**config.mk**
```make
export PLATFORM = sky130hd
export DESIGN_NAME = bs_gnrtr_n_rbtr
export DESIGN_NICKNAME = d
export VERILOG_FILES = /design/src/rtl/bs_gnrtr_n_rbtr_pkg.sv /design/src/rtl/bs_gnrtr_n_rbtr_bus_channel.sv /design/src/rtl/bs_gnrtr_n_rbtr.sv
export SDC_FILE = /design/constraint.sdc
export NUM_CORES = 1
export LEC_CHECK = 0
export BUFFER_PORTS_ARGS = -buffer_cell sky130_fd_sc_hd__buf_2
export CAP_MARGIN = 5
export CORE_ASPECT_RATIO = 2
export CORE_MARGIN = 10
export CORE_UTILIZATION = 50
export DETAILED_ROUTE_END_ITERATION = 8
export PLACE_DENSITY = 0.91
export SLEW_MARGIN = 20
export SYNTH_ARGS = -nofsm -noshare
export SYNTH_HDL_FRONTEND = slang
export SYNTH_SLANG_ARGS = --single-unit
```
**constraint.sdc**
```tcl
create_clock -name clk -period 3.6 [get_ports clk]
set_clock_uncertainty 0.05 [all_clocks]
set_input_delay 0.54 -clock clk [delete_from_list [all_inputs] [get_ports clk]]
set_output_delay 0.54 -clock clk [all_outputs]
set_load 0.02 [all_outputs]
```
**src/rtl/bs_gnrtr_n_rbtr_pkg.sv**
```systemverilog
// bs_gnrtr_n_rbtr_pkg: FSM state encoding and destination-ID constants shared by the bus arbiter.
package bs_gnrtr_n_rbtr_pkg;
    typedef enum logic [1:0] {IDLE, POP, PUSH} state_t;
    localparam int ID_W = 8;
    localparam logic [ID_W-1:0] BCAST_DFLT = 8'hFF;
endpackage

```
**src/rtl/bs_gnrtr_n_rbtr_bus_channel.sv**
```systemverilog
// bus_channel: one bus channel -- round-robin arbiter, IDLE/POP/PUSH FSM and packet datapath.
module bus_channel
    import bs_gnrtr_n_rbtr_pkg::*;
#(
    parameter int drvrs = 4,
    parameter int pckg_sz = 16,
    parameter logic [ID_W-1:0] broadcast = BCAST_DFLT
) (
    input  logic                            clk,
    input  logic                            reset,
    input  logic [drvrs-1:0]                pndng,
    input  logic [drvrs-1:0][pckg_sz-1:0]   D_pop,
    output logic [drvrs-1:0]                pop,
    output logic [drvrs-1:0]                push,
    output logic [drvrs-1:0][pckg_sz-1:0]   D_push
);
    localparam int GW = drvrs > 1 ? $clog2(drvrs) : 1;
    state_t r_state;
    logic [GW-1:0] r_last, r_gnt, w_gnt, w_idx;
    logic [pckg_sz-1:0] r_bus, r_dpush;
    logic [drvrs-1:0] r_pop, r_push, w_mask;
    logic [ID_W-1:0] w_dest;
    // Scan downward so the requester closest after r_last is the one left in w_gnt.
    always_comb begin
        w_gnt = r_last;
        w_idx = '0;
        for (int k = drvrs; k >= 1; k--) begin
            w_idx = GW'((int'(r_last) + k) % drvrs);
            if (pndng[w_idx]) w_gnt = w_idx;
        end
    end
    assign w_dest = r_bus[pckg_sz-1 -: ID_W];
    assign w_mask = (w_dest == broadcast) ? ~(drvrs'(1) << r_gnt) :
                    (int'(w_dest) < drvrs) ? drvrs'(1) << w_dest : '0;
    always_ff @(posedge clk or posedge reset) begin
        if (reset) begin
            r_state <= IDLE;
            r_last  <= GW'(drvrs - 1);
            r_gnt   <= '0;
            r_bus   <= '0;
            r_dpush <= '0;
            r_pop   <= '0;
            r_push  <= '0;
        end else begin
            case (r_state)
                IDLE: if (|pndng) begin
                    r_gnt   <= w_gnt;
                    r_bus   <= D_pop[w_gnt];
                    r_pop   <= drvrs'(1) << w_gnt;
                    r_state <= POP;
                end
                POP: begin
                    r_pop   <= '0;
                    r_push  <= w_mask;
                    r_dpush <= r_bus;
                    r_state <= PUSH;
                end
                default: begin
                    r_push  <= '0;
                    r_last  <= r_gnt;
                    r_state <= IDLE;
                end
            endcase
        end
    end
    assign pop    = r_pop;
    assign push   = r_push;
    assign D_push = {drvrs{r_dpush}};
endmodule

```
**src/rtl/bs_gnrtr_n_rbtr.sv**
```systemverilog
// bs_gnrtr_n_rbtr: bus generator and arbiter -- one independent bus_channel per bit lane.
module bs_gnrtr_n_rbtr
    import bs_gnrtr_n_rbtr_pkg::*;
#(
    parameter int bits = 1,
    parameter int drvrs = 4,
    parameter int pckg_sz = 16,
    parameter logic [ID_W-1:0] broadcast = BCAST_DFLT
) (
    input  logic                                    clk,
    input  logic                                    reset,
    input  logic [bits-1:0][drvrs-1:0]              pndng,
    input  logic [bits-1:0][drvrs-1:0][pckg_sz-1:0] D_pop,
    output logic [bits-1:0][drvrs-1:0]              pop,
    output logic [bits-1:0][drvrs-1:0]              push,
    output logic [bits-1:0][drvrs-1:0][pckg_sz-1:0] D_push
);
    for (genvar g = 0; g < bits; g++) begin : g_ch
        bus_channel #(
            .drvrs(drvrs),
            .pckg_sz(pckg_sz),
            .broadcast(broadcast)
        ) u_ch (
            .clk(clk),
            .reset(reset),
            .pndng(pndng[g]),
            .D_pop(D_pop[g]),
            .pop(pop[g]),
            .push(push[g]),
            .D_push(D_push[g])
        );
    end
endmodule

```
**After elaboration in Yosys (flattened, before gate mapping)**

Cells that the tools add are included.

- Logic and storage cells: 51
- Output and inout port bits: 72
- Input bits: 70
- Register bits: 46

- Bitwise logic cells: 1
- Add/sub/neg operators: 4
- Equal/unequal tests: 3
- Shift operators: 3
- Reductions and logical operators: 6
- Magnitude comparators: 6
- Muxes and demuxes: 21

Operators by type and width:

| kind | number |
|---|---|
| 16-bit binary-select mux with 2-bit select | 1 |
| 16-bit two-way mux | 1 |
| 4-bit case mux with 2 select lines | 2 |
| 2-bit by 3-bit < comparator with 1-bit output, second input constant | 5 |
| 4-bit two-way mux | 3 |
| 2-bit two-way mux | 5 |
| 1-bit binary-select mux with 2-bit select | 4 |
| 8-bit == test, second input constant | 1 |
| 8-bit by 3-bit < comparator with 1-bit output, second input constant | 1 |
| 1-bit by 2-bit << shifter with 4-bit output, first input constant | 2 |
| 1-bit by 8-bit << shifter with 4-bit output, first input constant | 1 |
| 2-bit by 1-bit adder with 2-bit output, second input constant | 2 |
| 2-bit adder, second input constant | 2 |
| 1-bit two-way mux | 4 |
| 4-bit inverter | 1 |
| 2-bit case mux with 2 select lines | 1 |
| 2-bit AND reduction | 2 |
| 4-bit OR reduction | 1 |
| 2-bit by 1-bit == test with 1-bit output, second input constant | 1 |
| 2-bit zero test | 1 |
| 2-bit by 1-bit != test with 1-bit output, second input constant | 1 |
| 2-bit nonzero test | 1 |
| 2-bit OR reduction | 1 |

**Logic depth before layout (Yosys ltp)**

- Depth after elaboration: 10
- Depth in mapped cells: 8
- Mapped depth without buffers: 6

**Worst setup path after synthesis**

No wires, ideal clock.

- Path kind: register to register
- Start: register g_ch[0].u_ch.r_last[0]
- End: register g_ch[0].u_ch.r_bus[13]
- Buffers on the path: 3
- Setup time: 128 ps
- Required time: 3422 ps
- Arrival: 1603 ps
- Stages on the path, launching flop included: 9
- Slack: 1819 ps
- Period minus slack after synthesis: 1781 ps
- Cell sequence: dfstp_2 > buf_6 > nand2b_2 > a21oi_1 > nor3_1 > buf_4 > buf_6 > mux2i_1 > o22ai_1

- Word-level cells in the longest chain between the ends: 9
- Elaborated cells between the ends (all ways): 18
- Those cells by class: 4 x add/sub; 14 x mux

Ends and longest elaborated chain:

| item | line | RTL |
|---|---|---|
| start: declaration | bs_gnrtr_n_rbtr_bus_channel.sv:19 | `logic [GW-1:0] r_last, r_gnt, w_gnt, w_idx;` |
| start signal: assignment | bs_gnrtr_n_rbtr_bus_channel.sv:38 | `r_last <= GW'(drvrs - 1);` |
| start signal: assignment | bs_gnrtr_n_rbtr_bus_channel.sv:60 | `r_last <= r_gnt;` |
| 2-bit by 1-bit adder with 2-bit output | bs_gnrtr_n_rbtr_bus_channel.sv:28 | `w_idx = GW'((int'(r_last) + k) % drvrs);` |
| 1-bit binary-select mux with 2-bit select | bs_gnrtr_n_rbtr_bus_channel.sv:29 | `if (pndng[w_idx]) w_gnt = w_idx;` |
| 1-bit two-way mux (implied by the code) | bs_gnrtr_n_rbtr_bus_channel.sv:29 |  |
| 2-bit two-way mux (3 in a row) | bs_gnrtr_n_rbtr_bus_channel.sv:29 |  |
| 2-bit two-way mux (*) | bs_gnrtr_n_rbtr_bus_channel.sv:29 |  |
| 16-bit binary-select mux with 2-bit select (*) | bs_gnrtr_n_rbtr_bus_channel.sv:48 | `r_bus <= D_pop[w_gnt];` |
| 16-bit two-way mux (implied by the code) (*) | bs_gnrtr_n_rbtr_bus_channel.sv:48 |  |
| end signal: assignment | bs_gnrtr_n_rbtr_bus_channel.sv:48 |  |
| end: declaration | bs_gnrtr_n_rbtr_bus_channel.sv:20 | `logic [pckg_sz-1:0] r_bus, r_dpush;` |

Every way passes the cells marked *; elsewhere a longest branch is shown, timed or not. The select of a mux whose other input is x is not followed.
A chain may end at the register's enable or synchronous reset.

**Worst setup path after layout**

- Start: register g_ch[0].u_ch.r_last[0]
- End: register g_ch[0].u_ch.r_bus[7]

Same word-level chain as after synthesis.

==> results.md <==
- Category of the critical setup timing path: flop to flop
- Post-route minimum period: 2310 ps
- Headroom to the max-slew limit: 28.1%
- Via density per instance: 5.77
- Count of pins on the block boundary: about 140
- Number of port buffers: 141
- Row cnt: 40
- Portion of the post-synthesis area used by sequential elements: between 30% and 40%
- CTS root buf: clkbuf_16
- Die Y: 131 um
- Actual slew at the worst max-slew pin: 1080 ps
- TritonCTS clock tree: yes
- Layout-stage area growth over the synthesis result: 16.4%
- Worst path setup slack after routing: roughly 1300 ps
- Number of distinct library cell variants in the gate-level netlist after synthesis: 40
- Post-CTS Setup Inserts: 0
- Area enclosed by the die boundary: about 10000 um2
- Fillers: 557
- Startpoint class of the critical path: flop
- Number of cells upsized or downsized after cts: 0
- Post-Synthesis Cell Area: 3080 um2
- Initial DRT Pass Iterations: 4
- Pwr per Cell Area: 1060 nW/um2
- Signal arrival time at the worst endpoint: 2430 ps
- Overall global routing resource usage: 18.8%
- Net count of the finished layout: 481
- Cells after synthesis: 327
- Die boundary width: 75.5 um
- Critical Path Fanout Max: 11
- Setup-failing EPs final: 0
- Final Max Slew Viols: 0
- Required time reported for the critical path endpoint: 3720 ps
- Later-pin clock latency in the skew report: ~290 ps
- Routability congestion estimate: 0.840
- Number of buffers inserted for hold repair after clock tree synthesis: 0
- Clock buffers created by TritonCTS: 5
- Unrepaired setup endpoints after global routing: false
- Vias in the first global route: 2795
- Reported max-cap violation count: 0
- Grt total ovfl: 0
- Cell count of the worst reg-to-reg path: 6
- Maximum number of pins on one net before global-route repair: 47
- Commonest cells after routing, fill and taps aside: 141 x buf_2, 44 x dfrtp_1, 27 x nor2_1, 25 x o21ai_1, 19 x o21ai_0
- DRC: 0
- Peak clock frequency supported by timing: 433 MHz
- Fraction of final layout cells sized beyond drive strength 1: 46.1%
- Dpl hpwl: 6.92 mm
- Minimum setup slack after placement: 1290 ps
- Leading cell type in the layout, fill and taps excluded: buf_2
- Flops & latches, synth: 46
- Accumulated negative setup slack: 0 ps
- Area of the core: 6010 um2
- Wire length of the first global-routing pass: 14.4 mm
- Mean Syn Cell Area: 9.41 um2
- CTS H-tree lvls: 2
- Class of the tightest hold or removal check: input port to asynchronous set/reset pin
- WL final: between 9 and 10 mm
- Sink Count: 46
- Count of synthesis-stage warnings from yosys: 0
- Clock-pin slew reported for the worst setup and hold paths after clock tree synthesis: around 70 ps
- Post-route antenna net violation count: 0
- Total number of vias: 2745
- Effective utilization at floorplan: between 50 and 60%
- Number of nets produced by synthesis: 397
- Wire length per cell: 19.4 um
- Fin. Hold Viols: 0
- Worst supply voltage drop on vdd: between 0.0006 and 0.0007 V
- Final critical-path share of the clock period: 64.2%
- Initial DRC Count: 199
- Number of antenna violations at the first check in global routing: 1
- Number of buffers on the longest clock path: 2
- Leakage power total: 1.70 nW
- Result of the run: finished clean
- CP Capture Type: flop
cell usage after synthesis, drive strengths merged:
master / number / area share [%]
buf: 61 / 15
o21ai: 46 / 8.0
dfrtp: 44 / 36
nor2: 27 / 3.3
mux2: 17 / 6.2
a211oi: 16 / 5.4
mux2i: 16 / 5.2
o22a: 14 / 4.0
and3: 13 / 2.6
nand2: 13 / 1.6
nand2b: 7 / 1.6
clkbuf: 6 / 0.73
a21oi: 5 / 0.81
inv: 5 / 0.61
nand3: 5 / 0.81
nor3: 5 / 0.81
or2: 5 / 1.0
a221oi: 3 / 0.85
a22oi: 3 / 0.73
a31oi: 3 / 0.81
o22ai: 3 / 0.61
dfstp: 2 / 1.7
a31o: 1 / 0.28
a32oi: 1 / 0.28
nand4: 1 / 0.20
nor3b: 1 / 0.24
nor4: 1 / 0.20
nor4bb: 1 / 0.33
o311a: 1 / 0.33
or4: 1 / 0.24
worst max-delay path, stage by stage (launching register included):
cell	delay [ps]
dfstp_2	620
nand2b_2	200
a21oi_1	90
nor3_2	550
buf_4	360
mux2i_1	210
o22ai_1	100
report_power, final:
part	switching [W]	internal (W)	leakage, nW
Combinational	0.00134	0.000843	1.10
Sequential	0.000290	0.000775	0.522
Clock	0.000207	0.000328	0.0771
metal layers:
metal	routed length, um	GRT usage [%]	up-vias
li1	-	-	1304
met3	744	4.38	14
met4	236	8.91	0
met1	3270	19.7	1300
met2	4970	33.6	127
met5	0	0	-
final cells by class:
class / count / area (um2) / share of cell area [%]
inverters: 5 / 18.8 / 0.524
clock buffers: 6 / 129 / 3.60
multi-input cells: 209 / 1430 / 40.0
clock inverters: 2 / 37.5 / 1.05
flip-flops and latches: 46 / 1150 / 32.2
repair buffers: 144 / 728 / 20.3
diodes: 1 / 2.50 / 0.0699
well taps: 63 / 78.8 / 2.20
logic make-up after synthesis:
logic type             synth area share [%]
multiplexers                           11.4
AO/OA/AOI/OAI                          22.0
flip-flops                             37.5
buffers and inverters                  16.1
AND/OR/NAND/NOR                        13.0
per-stage QoR:
step | instance area [um2] | std cells | hold slack [ps] | util (%) | power, W
3_3_place_gp | 3410 | 467 | 430 | 56.8 | 0.00319
4_1_cts | 3580 | 475 | 452 | 59.6 | 0.00381
6_report | 3580 | 476 | 420 | 59.6 | 0.00379
3_5_place_dp | 3410 | 467 | 435 | 56.8 | 0.00326
2_1_floorplan | 3080 | 327 | 431 | - | 0.00297
5_1_grt | 3580 | 476 | 486 | 59.6 | 0.00405
sequential cells by signal (all words and copies together), names as in the netlist:
signal	flops
g_ch.u_ch.pop	4
g_ch.u_ch.push	4
g_ch.u_ch.r_bus	16
g_ch.u_ch.r_dpush	16
g_ch.u_ch.r_gnt	2
g_ch.u_ch.r_last	2
g_ch.u_ch.r_state	2
final timing paths:
| kind | start | end | slack, ps |
|---|---|---|---|
| setup / recovery | g_ch[0].u_ch.r_last[0]$_DFFE_PP1N_ | g_ch[0].u_ch.r_bus[7]$_DFFE_PP0P_ | 1290 |
| hold / removal | reset | g_ch[0].u_ch.r_dpush[15]$_DFFE_PP0P_ | 420 |
| setup reg to reg | g_ch[0].u_ch.r_last[0]$_DFFE_PP1N_ | g_ch[0].u_ch.r_bus[7]$_DFFE_PP0P_ | 1290 |
| hold reg to reg | g_ch[0].u_ch.pop[3]$_DFFE_PP0P_ | g_ch[0].u_ch.pop[3]$_DFFE_PP0P_ | 450 |
| max in group asynchronous | reset | g_ch[0].u_ch.r_dpush[13]$_DFFE_PP0P_ | 2450 |
| min in group clk | g_ch[0].u_ch.pop[3]$_DFFE_PP0P_ | g_ch[0].u_ch.pop[3]$_DFFE_PP0P_ | 450 |
Power figures use the tool's default switching activity.
